File: config.mk
export PLATFORM = sky130hd
export DESIGN_NAME = smem_wb_stage
export DESIGN_NICKNAME = d
export VERILOG_FILES = /design/src/rtl/smem_wb_stage.sv
export SDC_FILE = /design/constraint.sdc
export NUM_CORES = 1
export LEC_CHECK = 0
export ABC_CLOCK_PERIOD_IN_PS = 2100
export BUFFER_PORTS_ARGS = -buffer_cell sky130_fd_sc_hd__buf_2
export CORE_MARGIN = 8
export CORE_UTILIZATION = 51
export CTS_CLUSTER_SIZE = 10
export DETAILED_ROUTE_END_ITERATION = 7
export PLACE_DENSITY_LB_ADDON = 0.2
export SKIP_LAST_GASP = 1
export SLEW_MARGIN = 10
export SYNTH_ARGS = -nofsm -noshare
export SYNTH_HDL_FRONTEND = slang
export SYNTH_SLANG_ARGS = --single-unit
File: constraint.sdc
create_clock -name clk_i -period 2.1 [get_ports clk_i]
set_input_delay 0.105 -clock clk_i [delete_from_list [all_inputs] [get_ports clk_i]]
set_output_delay 0.105 -clock clk_i [all_outputs]
set_load 0.1 [all_outputs]
File: src/rtl/smem_wb_stage.sv
// Purpose: memory/write-back stage; non-memory ops pass straight through, loads and
//          stores run a single outstanding transaction on the data-memory port.
// Latency: non-mem or faulting op 1 cycle after accept; store 1 cycle after grant;
//          load 1 cycle after read data arrives.
// Backpressure: ex_ready_o is high only in IDLE; the request is held until dmem_gnt_i.
// Ports:
//   clk_i, rst_i       - clock, synchronous active-high reset
//   ex_*               - op from execute stage (valid/ready handshake)
//   dmem_*             - data-memory request (req/gnt) and response (rvalid/rdata)
//   wb_*               - registered write-back result, wb_valid_o pulses once per op
module smem_wb_stage #(
  parameter int DATA_WIDTH = 32
) (
  input  logic                  clk_i,
  input  logic                  rst_i,
  input  logic                  ex_valid_i,
  input  logic [DATA_WIDTH-1:0] ex_alu_result_i,
  input  logic [DATA_WIDTH-1:0] ex_store_data_i,
  input  logic [31:0]           ex_pc_i,
  input  logic [4:0]            ex_rd_i,
  input  logic                  ex_reg_write_i,
  input  logic [1:0]            ex_result_src_i,
  input  logic                  ex_mem_read_i,
  input  logic                  ex_mem_write_i,
  input  logic [2:0]            ex_funct3_i,
  output logic                  ex_ready_o,
  output logic                  dmem_req_o,
  output logic                  dmem_we_o,
  output logic [31:0]           dmem_addr_o,
  output logic [DATA_WIDTH-1:0] dmem_wdata_o,
  output logic [3:0]            dmem_be_o,
  input  logic                  dmem_gnt_i,
  input  logic                  dmem_rvalid_i,
  input  logic [DATA_WIDTH-1:0] dmem_rdata_i,
  output logic                  wb_valid_o,
  output logic [DATA_WIDTH-1:0] wb_alu_result_o,
  output logic [DATA_WIDTH-1:0] wb_mem_rdata_o,
  output logic [31:0]           wb_pc_o,
  output logic [1:0]            wb_result_src_o,
  output logic [4:0]            wb_rd_o,
  output logic                  wb_reg_write_o,
  output logic                  wb_fault_o
);

  typedef enum logic [1:0] {S_IDLE, S_REQ, S_RSP} state_t;

  state_t r_state;
  state_t w_state_nxt;

  // captured op
  logic [31:0]           r_addr;
  logic [DATA_WIDTH-1:0] r_sdata;
  logic [31:0]           r_pc;
  logic [4:0]            r_rd;
  logic                  r_reg_write;
  logic [1:0]            r_src;
  logic                  r_we;
  logic [2:0]            r_funct3;

  // write-back registers
  logic                  r_wb_valid;
  logic [DATA_WIDTH-1:0] r_wb_alu;
  logic [DATA_WIDTH-1:0] r_wb_mrd;
  logic [31:0]           r_wb_pc;
  logic [1:0]            r_wb_src;
  logic [4:0]            r_wb_rd;
  logic                  r_wb_reg_write;
  logic                  r_wb_fault;

  logic                  w_accept;
  logic                  w_is_mem;
  logic                  w_f3_ok;
  logic                  w_align_ok;
  logic                  w_legal;
  logic                  w_in_req;
  logic [3:0]            w_be;
  logic [DATA_WIDTH-1:0] w_wdata;
  logic [DATA_WIDTH-1:0] w_rdata_sh;
  logic [7:0]            w_byte;
  logic [15:0]           w_half;
  logic [DATA_WIDTH-1:0] w_load;

  assign w_accept = ex_valid_i && (r_state == S_IDLE);
  assign w_is_mem = ex_mem_read_i || ex_mem_write_i;

  // Sub-word unsigned encodings (100/101) only exist for loads.
  always_comb begin
    w_f3_ok = 1'b0;
    case (ex_funct3_i)
      3'b000, 3'b001, 3'b010: w_f3_ok = 1'b1;
      3'b100, 3'b101:         w_f3_ok = !ex_mem_write_i;
      default:                w_f3_ok = 1'b0;
    endcase
  end

  always_comb begin
    w_align_ok = 1'b1;
    case (ex_funct3_i[1:0])
      2'b01:   w_align_ok = !ex_alu_result_i[0];
      2'b10:   w_align_ok = (ex_alu_result_i[1:0] == 2'b00);
      default: w_align_ok = 1'b1;
    endcase
  end

  assign w_legal = w_f3_ok && w_align_ok;

  always_comb begin
    w_state_nxt = r_state;
    case (r_state)
      S_IDLE:  if (w_accept && w_is_mem && w_legal) w_state_nxt = S_REQ;
      S_REQ:   if (dmem_gnt_i) w_state_nxt = r_we ? S_IDLE : S_RSP;
      S_RSP:   if (dmem_rvalid_i) w_state_nxt = S_IDLE;
      default: w_state_nxt = S_IDLE;
    endcase
  end

  // Store lane steering: data is replicated so the selected lanes carry it.
  always_comb begin
    w_be    = 4'b1111;
    w_wdata = r_sdata;
    if (r_we) begin
      case (r_funct3[1:0])
        2'b00: begin
          w_be    = 4'b0001 << r_addr[1:0];
          w_wdata = {4{r_sdata[7:0]}};
        end
        2'b01: begin
          w_be    = r_addr[1] ? 4'b1100 : 4'b0011;
          w_wdata = {2{r_sdata[15:0]}};
        end
        default: begin
          w_be    = 4'b1111;
          w_wdata = r_sdata;
        end
      endcase
    end
  end

  // Request outputs are gated by state so they read zero outside REQ.
  assign w_in_req     = (r_state == S_REQ);
  assign dmem_req_o   = w_in_req;
  assign dmem_we_o    = w_in_req && r_we;
  assign dmem_addr_o  = w_in_req ? {r_addr[31:2], 2'b00} : 32'd0;
  assign dmem_wdata_o = w_in_req ? w_wdata : '0;
  assign dmem_be_o    = w_in_req ? w_be : 4'b0000;
  assign ex_ready_o   = (r_state == S_IDLE);

  // Load data selection and extension.
  assign w_rdata_sh = dmem_rdata_i >> {r_addr[1:0], 3'b000};
  assign w_byte     = w_rdata_sh[7:0];
  assign w_half     = r_addr[1] ? dmem_rdata_i[31:16] : dmem_rdata_i[15:0];

  always_comb begin
    w_load = dmem_rdata_i;
    case (r_funct3)
      3'b000:  w_load = {{24{w_byte[7]}}, w_byte};
      3'b001:  w_load = {{16{w_half[15]}}, w_half};
      3'b100:  w_load = {24'd0, w_byte};
      3'b101:  w_load = {16'd0, w_half};
      default: w_load = dmem_rdata_i;
    endcase
  end

  always_ff @(posedge clk_i) begin
    if (rst_i) begin
      r_state        <= S_IDLE;
      r_addr         <= '0;
      r_sdata        <= '0;
      r_pc           <= '0;
      r_rd           <= '0;
      r_reg_write    <= 1'b0;
      r_src          <= '0;
      r_we           <= 1'b0;
      r_funct3       <= '0;
      r_wb_valid     <= 1'b0;
      r_wb_alu       <= '0;
      r_wb_mrd       <= '0;
      r_wb_pc        <= '0;
      r_wb_src       <= '0;
      r_wb_rd        <= '0;
      r_wb_reg_write <= 1'b0;
      r_wb_fault     <= 1'b0;
    end else begin
      r_state    <= w_state_nxt;
      r_wb_valid <= 1'b0;
      case (r_state)
        S_IDLE: begin
          if (w_accept) begin
            r_addr      <= ex_alu_result_i;
            r_sdata     <= ex_store_data_i;
            r_pc        <= ex_pc_i;
            r_rd        <= ex_rd_i;
            r_reg_write <= ex_reg_write_i;
            r_src       <= ex_result_src_i;
            r_we        <= ex_mem_write_i;
            r_funct3    <= ex_funct3_i;
            // Pass-through and faulting ops retire straight away.
            if (!w_is_mem || !w_legal) begin
              r_wb_valid     <= 1'b1;
              r_wb_alu       <= ex_alu_result_i;
              r_wb_mrd       <= '0;
              r_wb_pc        <= ex_pc_i;
              r_wb_src       <= ex_result_src_i;
              r_wb_rd        <= ex_rd_i;
              r_wb_reg_write <= w_is_mem ? 1'b0 : ex_reg_write_i;
              r_wb_fault     <= w_is_mem;
            end
          end
        end
        S_REQ: begin
          if (dmem_gnt_i && r_we) begin
            r_wb_valid     <= 1'b1;
            r_wb_alu       <= r_addr;
            r_wb_mrd       <= '0;
            r_wb_pc        <= r_pc;
            r_wb_src       <= r_src;
            r_wb_rd        <= r_rd;
            r_wb_reg_write <= 1'b0;
            r_wb_fault     <= 1'b0;
          end
        end
        S_RSP: begin
          if (dmem_rvalid_i) begin
            r_wb_valid     <= 1'b1;
            r_wb_alu       <= r_addr;
            r_wb_mrd       <= w_load;
            r_wb_pc        <= r_pc;
            r_wb_src       <= r_src;
            r_wb_rd        <= r_rd;
            r_wb_reg_write <= r_reg_write;
            r_wb_fault     <= 1'b0;
          end
        end
        default: ;
      endcase
    end
  end

  assign wb_valid_o      = r_wb_valid;
  assign wb_alu_result_o = r_wb_alu;
  assign wb_mem_rdata_o  = r_wb_mrd;
  assign wb_pc_o         = r_wb_pc;
  assign wb_result_src_o = r_wb_src;
  assign wb_rd_o         = r_wb_rd;
  assign wb_reg_write_o  = r_wb_reg_write;
  assign wb_fault_o      = r_wb_fault;

endmodule

Word-level counts from Yosys, hierarchy flattened
Cells that the tools add are included.
- eq/ne operators: 18
- reductions and logical operators: 23
- multiplexer cells: 57
- shift-type cells: 2
- operators by type and width (kind ; count):
    32-bit 2-to-1 mux ; 15
    32-bit case mux with 3 select lines ; 3
    32-bit case mux with 4 select lines ; 1
    32-bit case mux with 2 select lines ; 1
    32-bit by 5-bit right shift with 8-bit output ; 1
    5-bit 2-to-1 mux ; 4
    16-bit 2-to-1 mux ; 1
    2-bit 2-to-1 mux ; 8
    5-bit case mux with 3 select lines ; 1
    3-bit equality test, second input constant ; 4
    1-bit 2-to-1 mux ; 12
    4-bit 2-to-1 mux ; 3
    2-bit case mux with 3 select lines ; 2
    1-bit case mux with 3 select lines ; 3
    2-bit by 1-bit != test with 1-bit output, second input constant ; 4
    4-bit case mux with 2 select lines ; 1
    2-bit by 1-bit equality test with 1-bit output, second input constant ; 3
    3-bit by 1-bit equality test with 1-bit output, second input constant ; 2
    1-bit logical AND ; 6
    2-bit logical NOT ; 3
    3-bit logical NOT ; 2
    5-bit AND reduction ; 1
    2-bit equality test, second input constant ; 2
    1-bit logical NOT ; 4
    10 further kinds ; 13
- bits in registers: 216
- input bits: 146

Depth between registers and ports, before layout
Gate-level depths: netlist of the first run.
- depth after elaboration: 9
- mapped depth: 10
- gate-level depth less buffers: 7

Worst setup path after synthesis of the first run
OpenSTA, ideal clock, no wires.
- path kind: reg2out
- start point: register r_state[1]
- end point: output port dmem_wdata_o[30]
- cell stages (with the launch flop): 7
- data required time: 1.995 ns
- setup slack: -2.094 ns
- arrival time: 4.089 ns
- cell sequence: dfxtp_1 inv_1 ha_1 inv_1 clkbuf_1 buf_1 a211oi_1
- longest elaborated chain between the ends: 2
- ends and longest elaborated chain (element ; RTL line ; text):
    from (decl) ; 47 ; state_t r_state;
    from (signal assigned) ; 184 ; r_state <= w_state_nxt;
    2-bit by 1-bit equality test with 1-bit output ; 140 ; assign w_in_req = (r_state == S_REQ);
    named net dmem_req_o ; 27 ; output logic dmem_req_o,
    32-bit 2-to-1 mux ; 144 ; assign dmem_wdata_o = w_in_req ? w_wdata : '0;
    to (decl) ; 30 ; output logic [DATA_WIDTH-1:0] dmem_wdata_o,
The timed path passes the listed nets, and every way through them passes these cells.

Final worst setup path of the first run
- start point: register r_state[0]
- end point: register r_wb_pc[25] (netlist: wb_pc_o[25])
- longest elaborated chain between the ends: 4
- ends and longest elaborated chain (element ; RTL line ; text):
    2-bit logical NOT ; 83, 186 ;
    1-bit logical AND ; 83 ; assign w_accept = ex_valid_i && (r_state == S_IDLE);
    2-bit by 1-bit != test with 1-bit output (no source line) ; -- ;
    5-bit AND reduction (no source line) ; -- ;
    to (signal assigned) ; 202 ; r_wb_pc <= ex_pc_i;
    to (signal assigned) ; 215 ; r_wb_pc <= r_pc;
    to (signal assigned) ; 227 ; r_wb_pc <= r_pc;
    to (decl) ; 64 ; logic [31:0] r_wb_pc;
Parallel ways exist; a longest one is shown, timed or not.
A chain may end at the register's enable or synchronous reset.

==> results of run 1 <==
## layout by cell type (no fill, tap or decap), types with 3 or more instances in the layout
| cell | instances |
|---|---|
| nand3_1 | 8 |
| dfxtp_2 | 3 |
| a21oi_4 | 19 |
| buf_2 | 260 |
| dlygate4sd3_1 | 127 |
| buf_6 | 3 |
| nor2_4 | 3 |
| nor2_1 | 101 |
| inv_2 | 5 |
| nor2b_1 | 7 |
| dfxtp_1 | 212 |
| nand2_1 | 254 |
| a211oi_4 | 8 |
| a221oi_1 | 4 |
| diode_2 | 7 |
| o22a_1 | 4 |
| o21ai_0 | 25 |
| nor2_2 | 11 |
| o32ai_1 | 16 |
| a211oi_2 | 61 |
| a21oi_1 | 117 |
| nand2b_1 | 31 |
| mux2i_1 | 90 |
| buf_4 | 47 |
| buf_12 | 41 |
| a31oi_1 | 6 |
| a2bb2oi_1 | 7 |
| and2_1 | 38 |
| ha_1 | 5 |
| inv_1 | 4 |
| o22ai_1 | 15 |
| clkbuf_16 | 26 |
| a211oi_1 | 14 |
## routing by layer
layer | up-vias | routed length, µm | GRT usage, %
li1 | 4905 | - | -
met1 | 4879 | 13700 | 32.1
met2 | 404 | 16700 | 45.0
met3 | 89 | 2640 | 5.27
met4 | 0 | 1230 | 11.8
met5 | - | 0 | 0
## state kept, by name (all words and copies together) (netlist names), 2 cells and up
name and cells:
wb_alu_result_o 32, wb_rd_o 5, r_funct3 3, wb_result_src_o 2, r_pc 32, r_addr 32, r_src 2, r_state 2
r_rd 5, wb_mem_rdata_o 32, wb_pc_o 32, r_sdata 32
## metrics by stage
step / TNS, ns / setup slack (ns) / total power [mW]
6_report: -0.00355 / -0.00355 / 11.9
5_1_grt: -0.245 / -0.0502 / 12.4
4_1_cts: 0 / 0.0105 / 11.9
3_5_place_dp: 0 / 0.0656 / 8.01
3_3_place_gp: 0 / 0.157 / 7.96
2_1_floorplan: -0.0505 / -0.0505 / 7.31
## critical path, delay by kind of cell, from the launching register on
family | cells | cell delay [ns]
compound gates | 3 | 0.74
fa+ha+maj | 1 | 0.23
flops | 1 | 0.35
buf+inv | 5 | 0.67
## kinds of logic (layout without fill, tap and decap cells)
group                      count (synthesis)  count (layout)
AOI/OAI and AO/OA                        307             307
adders and majority gates                  7               7
buffers and inverters                    115             521
DFF                                      216             216
muxes                                     92              92
other                                      1               9
and+or+nand+nor                          458             458
## area by class of cell
class                   instances  area [µm²]
clock buffers                  26         629
repair buffers                483        3890
diodes                          7        17.5
clock inverters                 2        13.8
fillers                      1319        4600
well taps                     265         332
flip-flops and latches        216        4330
inverters                      10        40.0
multi-input cells             866        5610
## power breakdown
part	switching (mW)	internal [mW]
Clock	1.60	2.10
Sequential	0.209	4.42
Combinational	2.59	1.01
Total	4.40	7.52
## repair_timing
action,4_1_cts,5_1_grt
cloned,0,1
hold endpoints to repair,193,0
setup endpoints to repair,54,78
hold buffers,127,0
pin swaps,2,1
buffers inserted,3,2
resized for setup,39,9
## worst max-delay path by stage
stage | cells after the start | from | slack [ns] | to
floorplan | 6 | r_state[1] | -0.05 | dmem_wdata_o[30]
global placement | 8 | r_state[0] | 0.16 | wb_result_src_o[1]
detailed placement | 8 | r_state[0] | 0.07 | wb_pc_o[14]
CTS | 4 | r_funct3[0] | 0.01 | dmem_wdata_o[25]
global route | 9 | r_state[0] | -0.05 | wb_pc_o[25]
finish | 9 | r_state[0] | -0.004 | wb_pc_o[25]
==> flow_metrics.tcl, run 1 <==
set metrics [dict create \
    via_per_instance_ratio 5.48 \
    cts_tree "built" \
    synth_compound_area_share_pct 22.2 \
    number_of_enable_type_register_cells_in_the_synthesized_netlist 0 \
    synthToLayoutAreaGrowth_pct 46.9 \
    numPortBuffers 320 \
    synth-main-ff-cell "dfxtp_1" \
    finalNonFillerCells 1875 \
    synthDominantAreaCellType "dfxtp_1" \
    timing.final.max_slew_violations 0 \
    grt_start_max_net_pins 85 \
    synthDominantCellAreaShare_pct 42.7 \
    layout_setup_ws_ns -0.00355 \
    crit_chain "inv_1 -> ha_1 -> inv_2 -> o22a_2 -> o211a_4 -> buf_12 -> buf_4 -> clkbuf_16 -> a211oi_2" \
    num_rows 51 \
    synthMostInstantiatedCell "nand2_1" \
    setup.reg_to_reg.worst_slack_ns -0.004 \
    gp_congestion 0.865 \
    synth_async_sr_flop_share_pct 0 \
    number_of_nets_at_the_end_of_the_flow 1755 \
    grt_first_pass_wirelength_um 53600 \
    yosysSeqAreaShare_pct 42.7 \
    global_route.usage.total_pct 26.6 \
    globalRouteOverflowTotal 0 \
    post_synth_fa_ha_maj_area_fraction_pct 0.866 \
    critical_path.reg2reg.startpoint "r_state[0]" \
    worst_case_reg_to_reg_path_depth 9 \
    skew_ns 0.0116 \
    routed_wire_length_per_instance_um 18.3 \
    post_synth_instance_area_mm2 0.0101 \
    cts_htree_levels 1 \
    grt_antenna_before_repair 6 \
    drive_above_1_share_pct 31.6 \
    clk_transition_reported_paths_ns 0.06 \
    dpl.cell_count 1707 \
    hold_class "in2reg" \
    drt-initial-drc-count 698 \
    grt_pass1_vias 10200 \
    core_area_mm2 0.0195 \
    synthMuxAreaShare_pct 9.13 \
    worst_margin_slew_ns 0.708 \
    die_width_um 157 \
    power_leakage_nw 5.99 \
    die_height_um 157 \
    setup_repair_after_global_routing_missed_its_margin "true" \
    synth_area_per_cell_um2 8.46 \
    worst_ep_required_time_ns 2.52 \
    fp.dieArea_mm2 0.0246 \
    final_util_pct 76.3 \
    violations "setup timing" \
    timing_hold_violations_final 0 \
    yosysWarnings 0 \
    drv_cap 0 \
    max_slew_margin_pct 52.6 \
    post_synth_xor_area_fraction_pct 0 \
    timing.final.setup_violations 1 \
    post-route-min-period_ns 2.10 \
    synth-seq-cells 216 \
    timing.hold.ws_ns 0.0155 \
    power.density_cell_area_mw_per_mm2 802 \
    worst_hold_startpoint "dmem_gnt_i" \
    drt_drc_violations_left 0 \
    synth_simple_gate_area_share_pct 19.3 \
    endpoint_worst_hold "wb_valid_o" \
    timing.setup.critical_path_class "reg2reg" \
    drt_pre_antenna_iters 5 \
    postPlaceCellArea_mm2 0.0127 \
    setup.worst_path.end_class "flop" \
    stdcell_area_mm2 0.0149 \
    cts-root-to-sink-buffers 3 \
    timing.critical_path.from_type "flop" \
    synthCells 1196 \
    clockRootBuffer "clkbuf_16" \
    synth_top_family_by_area "compound AO/OA/AOI/OAI gates" \
    worst_ep_arrival_time_ns 2.52 \
    ys_top_cells_by_count "nand2_1 (255), dfxtp_1 (216), a21oi_1 (136)" \
    initial_core_util_pct 52.0 \
    tritoncts_num_sinks 216 \
    cts_buffers 25 \
    final_min_period_over_clock_period_pct 100 \
    synthTopCellsByArea "dfxtp_1 (43%), nand2_1 (9.5%), mux2i_1 (8.9%)" \
    drtAntennaViolNets 0 \
    peak_supply_drop_mv 0.706 \
    cp_slowest_cell "dfxtp_2" \
    status "finished with violations" \
    critical_path.reg2reg.endpoint "wb_pc_o[25]" \
    synthDistinctLibCells 39 \
    max_clock_freq_ghz 0.475 \
    vias 10300 \
    insertion_delay_ns 0.51 \
    crit_path_max_incr_delay_ns 0.35 \
    detailedPlacementHpwl_um 21800 \
    drt-total-wl_um 34300 \
    timing.critical_path.fanout_max 28 \
    hold-path-cell-count 3 \
    io_pins 323 \
]
(Power assumes the default switching activity.)
==> run 2: changes to the inputs <==
Settings changed: CORE_UTILIZATION 51 to 40, SKIP_LAST_GASP 1 to default.
==> run 2 against run 1 <==
Against the previous run: the run now ends clean; largest power group unchanged; sequential share of layout area is 0.44 points lower; critical path depth is 4 lower; worst hold slack worse by 0.0080 ns; critical path type is now reg2out; clock power is 10% higher; via count is 2.8% lower; wire length is 0.14% lower; maximum frequency is 3.9% higher; combinational power hardly changed.
==> flow_metrics.tcl, run 2 (same netlist as run 1, synthesis figures left out) <==
set metrics [dict create \
    timing.final.setup_violations 0 \
    crit_top_cell "buf_12" \
    num_rows 58 \
    endpoint_worst_hold "r_state[0]" \
    skew_ns 0.0154 \
    cp_slowest_cell "nor2_2" \
    timing.critical_path.fanout_max 33 \
    internal_cell_power_mw 7.88 \
    initial_core_util_pct 40.4 \
    die_width_um 175 \
    cts_htree_levels 1 \
    gp_congestion 0.806 \
    totalNegativeSetupSlack_ns 0 \
    hold-path-cell-count 3 \
    mostFrequentLayoutCells "buf_2 (260), nand2_1 (254), dfxtp_1 (212)" \
    drt-initial-drc-count 552 \
    io_pins 323 \
    clockRootBuffer "clkbuf_16" \
    grt_start_max_net_pins 68 \
    drt-total-wl_um 34200 \
    timing.setup.critical_path_class "reg2out" \
    register_area_mm2 0.00433 \
    critical_path.reg2reg.endpoint "wb_mem_rdata_o[2]" \
    via_per_instance_ratio 5.12 \
    post-place-ws_ns 0.125 \
    core_area_mm2 0.0250 \
    grt_antenna_before_repair 6 \
    power_leakage_nw 6.06 \
    drt_drc_violations_left 0 \
    power_frac_clock_pct 33.1 \
    postPlaceCellArea_mm2 0.0129 \
    finalNonFillerCells 1951 \
    worst_margin_slew_ns 0.577 \
    max_clock_freq_ghz 0.494 \
    worst_ep_arrival_time_ns 1.92 \
    fp.dieArea_mm2 0.0306 \
    cts-root-to-sink-buffers 3 \
    mostFrequentLayoutCell "buf_2" \
    timing.final.max_slew_violations 0 \
    final_min_period_over_clock_period_pct 96.4 \
    global_route.usage.total_pct 21.1 \
    timing_hold_violations_final 0 \
    timing.critical_path.from_type "flop" \
    max_slew_margin_pct 61.4 \
    clk_transition_reported_paths_ns 0.06 \
    number_of_nets_at_the_end_of_the_flow 1761 \
    cts_tree "built" \
    timing.hold.ws_ns 0.00748 \
    routed_wire_length_per_instance_um 17.6 \
    drt_pre_antenna_iters 5 \
    crit_path_max_incr_delay_ns 0.33 \
    grt_first_pass_wirelength_um 54200 \
    numPortBuffers 320 \
    p_total_mw 12.3 \
    post-route-min-period_ns 2.02 \
    tritoncts_num_sinks 216 \
    share_seq_of_total_power_pct 37.5 \
    power_switching_share_pct 36.0 \
    hold_class "in2reg" \
    globalRouteOverflowTotal 0 \
    setup.worst_path.end_class "output port" \
    status "finished clean" \
    critical_path.reg2reg.startpoint "r_state[0]" \
    die_height_um 175 \
    setup.reg_to_reg.worst_slack_ns 0.11 \
    drtAntennaViolNets 0 \
    setup_repair_after_global_routing_missed_its_margin "false" \
    drive_above_1_share_pct 31.7 \
    synthToLayoutAreaGrowth_pct 49.0 \
    stdcell_area_mm2 0.0151 \
    final_util_pct 60.2 \
    crit_chain "buf_12 -> nor2_2 -> nand2_1 -> a21oi_4 -> buf_12" \
    multi_input_area_mm2 0.00559 \
    worst_hold_startpoint "dmem_rvalid_i" \
    grt_pass1_vias 10100 \
    peak_supply_drop_mv 0.660 \
    insertion_delay_ns 0.52 \
    number_of_fill_cells 2125 \
    power.switching_mw 4.43 \
    layout_setup_ws_ns 0.0754 \
    cts_buffers 26 \
    power.density_cell_area_mw_per_mm2 816 \
    detailedPlacementHpwl_um 22800 \
    dpl.cell_count 1777 \
    worst_ep_required_time_ns 2.00 \
    worst_case_reg_to_reg_path_depth 7 \
    vias 9993 \
    combinationalPowerShare_pct 29.3 \
    drv_cap 0 \
]
[run 2: cell count changes in the layout (fill, tap and decap cells not counted), moves of 2 or more]
cell / previous run / this run
buf_4: 47 / 50
clkbuf_1: 1 / 6
diode_2: 7 / 4
buf_12: 41 / 46
clkbuf_16: 26 / 28
buf_16: 2 / 0
clkbuf_8: 1 / 5
[run 2: how the worst max path moves through the flow]
stage | end | startpoint
after floorplan | dmem_wdata_o[30] | r_state[1]
after global placement | wb_mem_rdata_o[2] | r_state[0]
after detailed placement | wb_rd_o[2] | r_state[0]
after CTS | dmem_wdata_o[8] | r_funct3[1]
after global routing | wb_pc_o[0] | r_state[0]
final | dmem_wdata_o[8] | r_funct3[0]
[run 2: critical path, delay by kind of cell (launching register included)]
family,cells,cell delay (ns)
buffers and inverters,2,0.36
AOI/OAI and AO/OA,1,0.19
DFF,1,0.32
and+or+nand+nor,2,0.49
[run 2: layer usage]
layer	wire [µm]	global-route usage (%)	up-vias	share of wire, %
met5	22	0	-	0.064
met4	794	6.18	4	2.3
met3	2380	5.29	57	7.0
met2	16100	35.3	342	47
met1	14900	26.4	4676	44
li1	-	-	4914	-
[run 2: power by group through the flow]
stage,logic (mW),registers (mW),clock network (mW)
5_1_grt,3.81,4.65,4.34
3_5_place_dp,3.38,4.70,0
4_1_cts,3.59,4.61,4.18
2_1_floorplan,1.40,5.91,0
3_3_place_gp,3.35,4.69,0
6_report,3.61,4.62,4.08
[run 2: timing repair]
| action | CTS | global route |
|---|---|---|
| pin swaps | 1 | 2 |
| cloned | 0 | 1 |
| endpoints found under the hold margin | 193 | 0 |
| gates resized for setup | 33 | 4 |
| setup buffers | 2 | 2 |
| setup endpoints to repair | 53 | 19 |
| hold buffers | 128 | 0 |
[run 2: layout make-up]
class,count,area share (%)
multi-input combinational,866,37.1
sequential,216,28.7
timing repair buffer,488,26.1
clock buffer,37,5.00
tap,330,2.74
inverter,10,0.266
antenna,4,0.0664
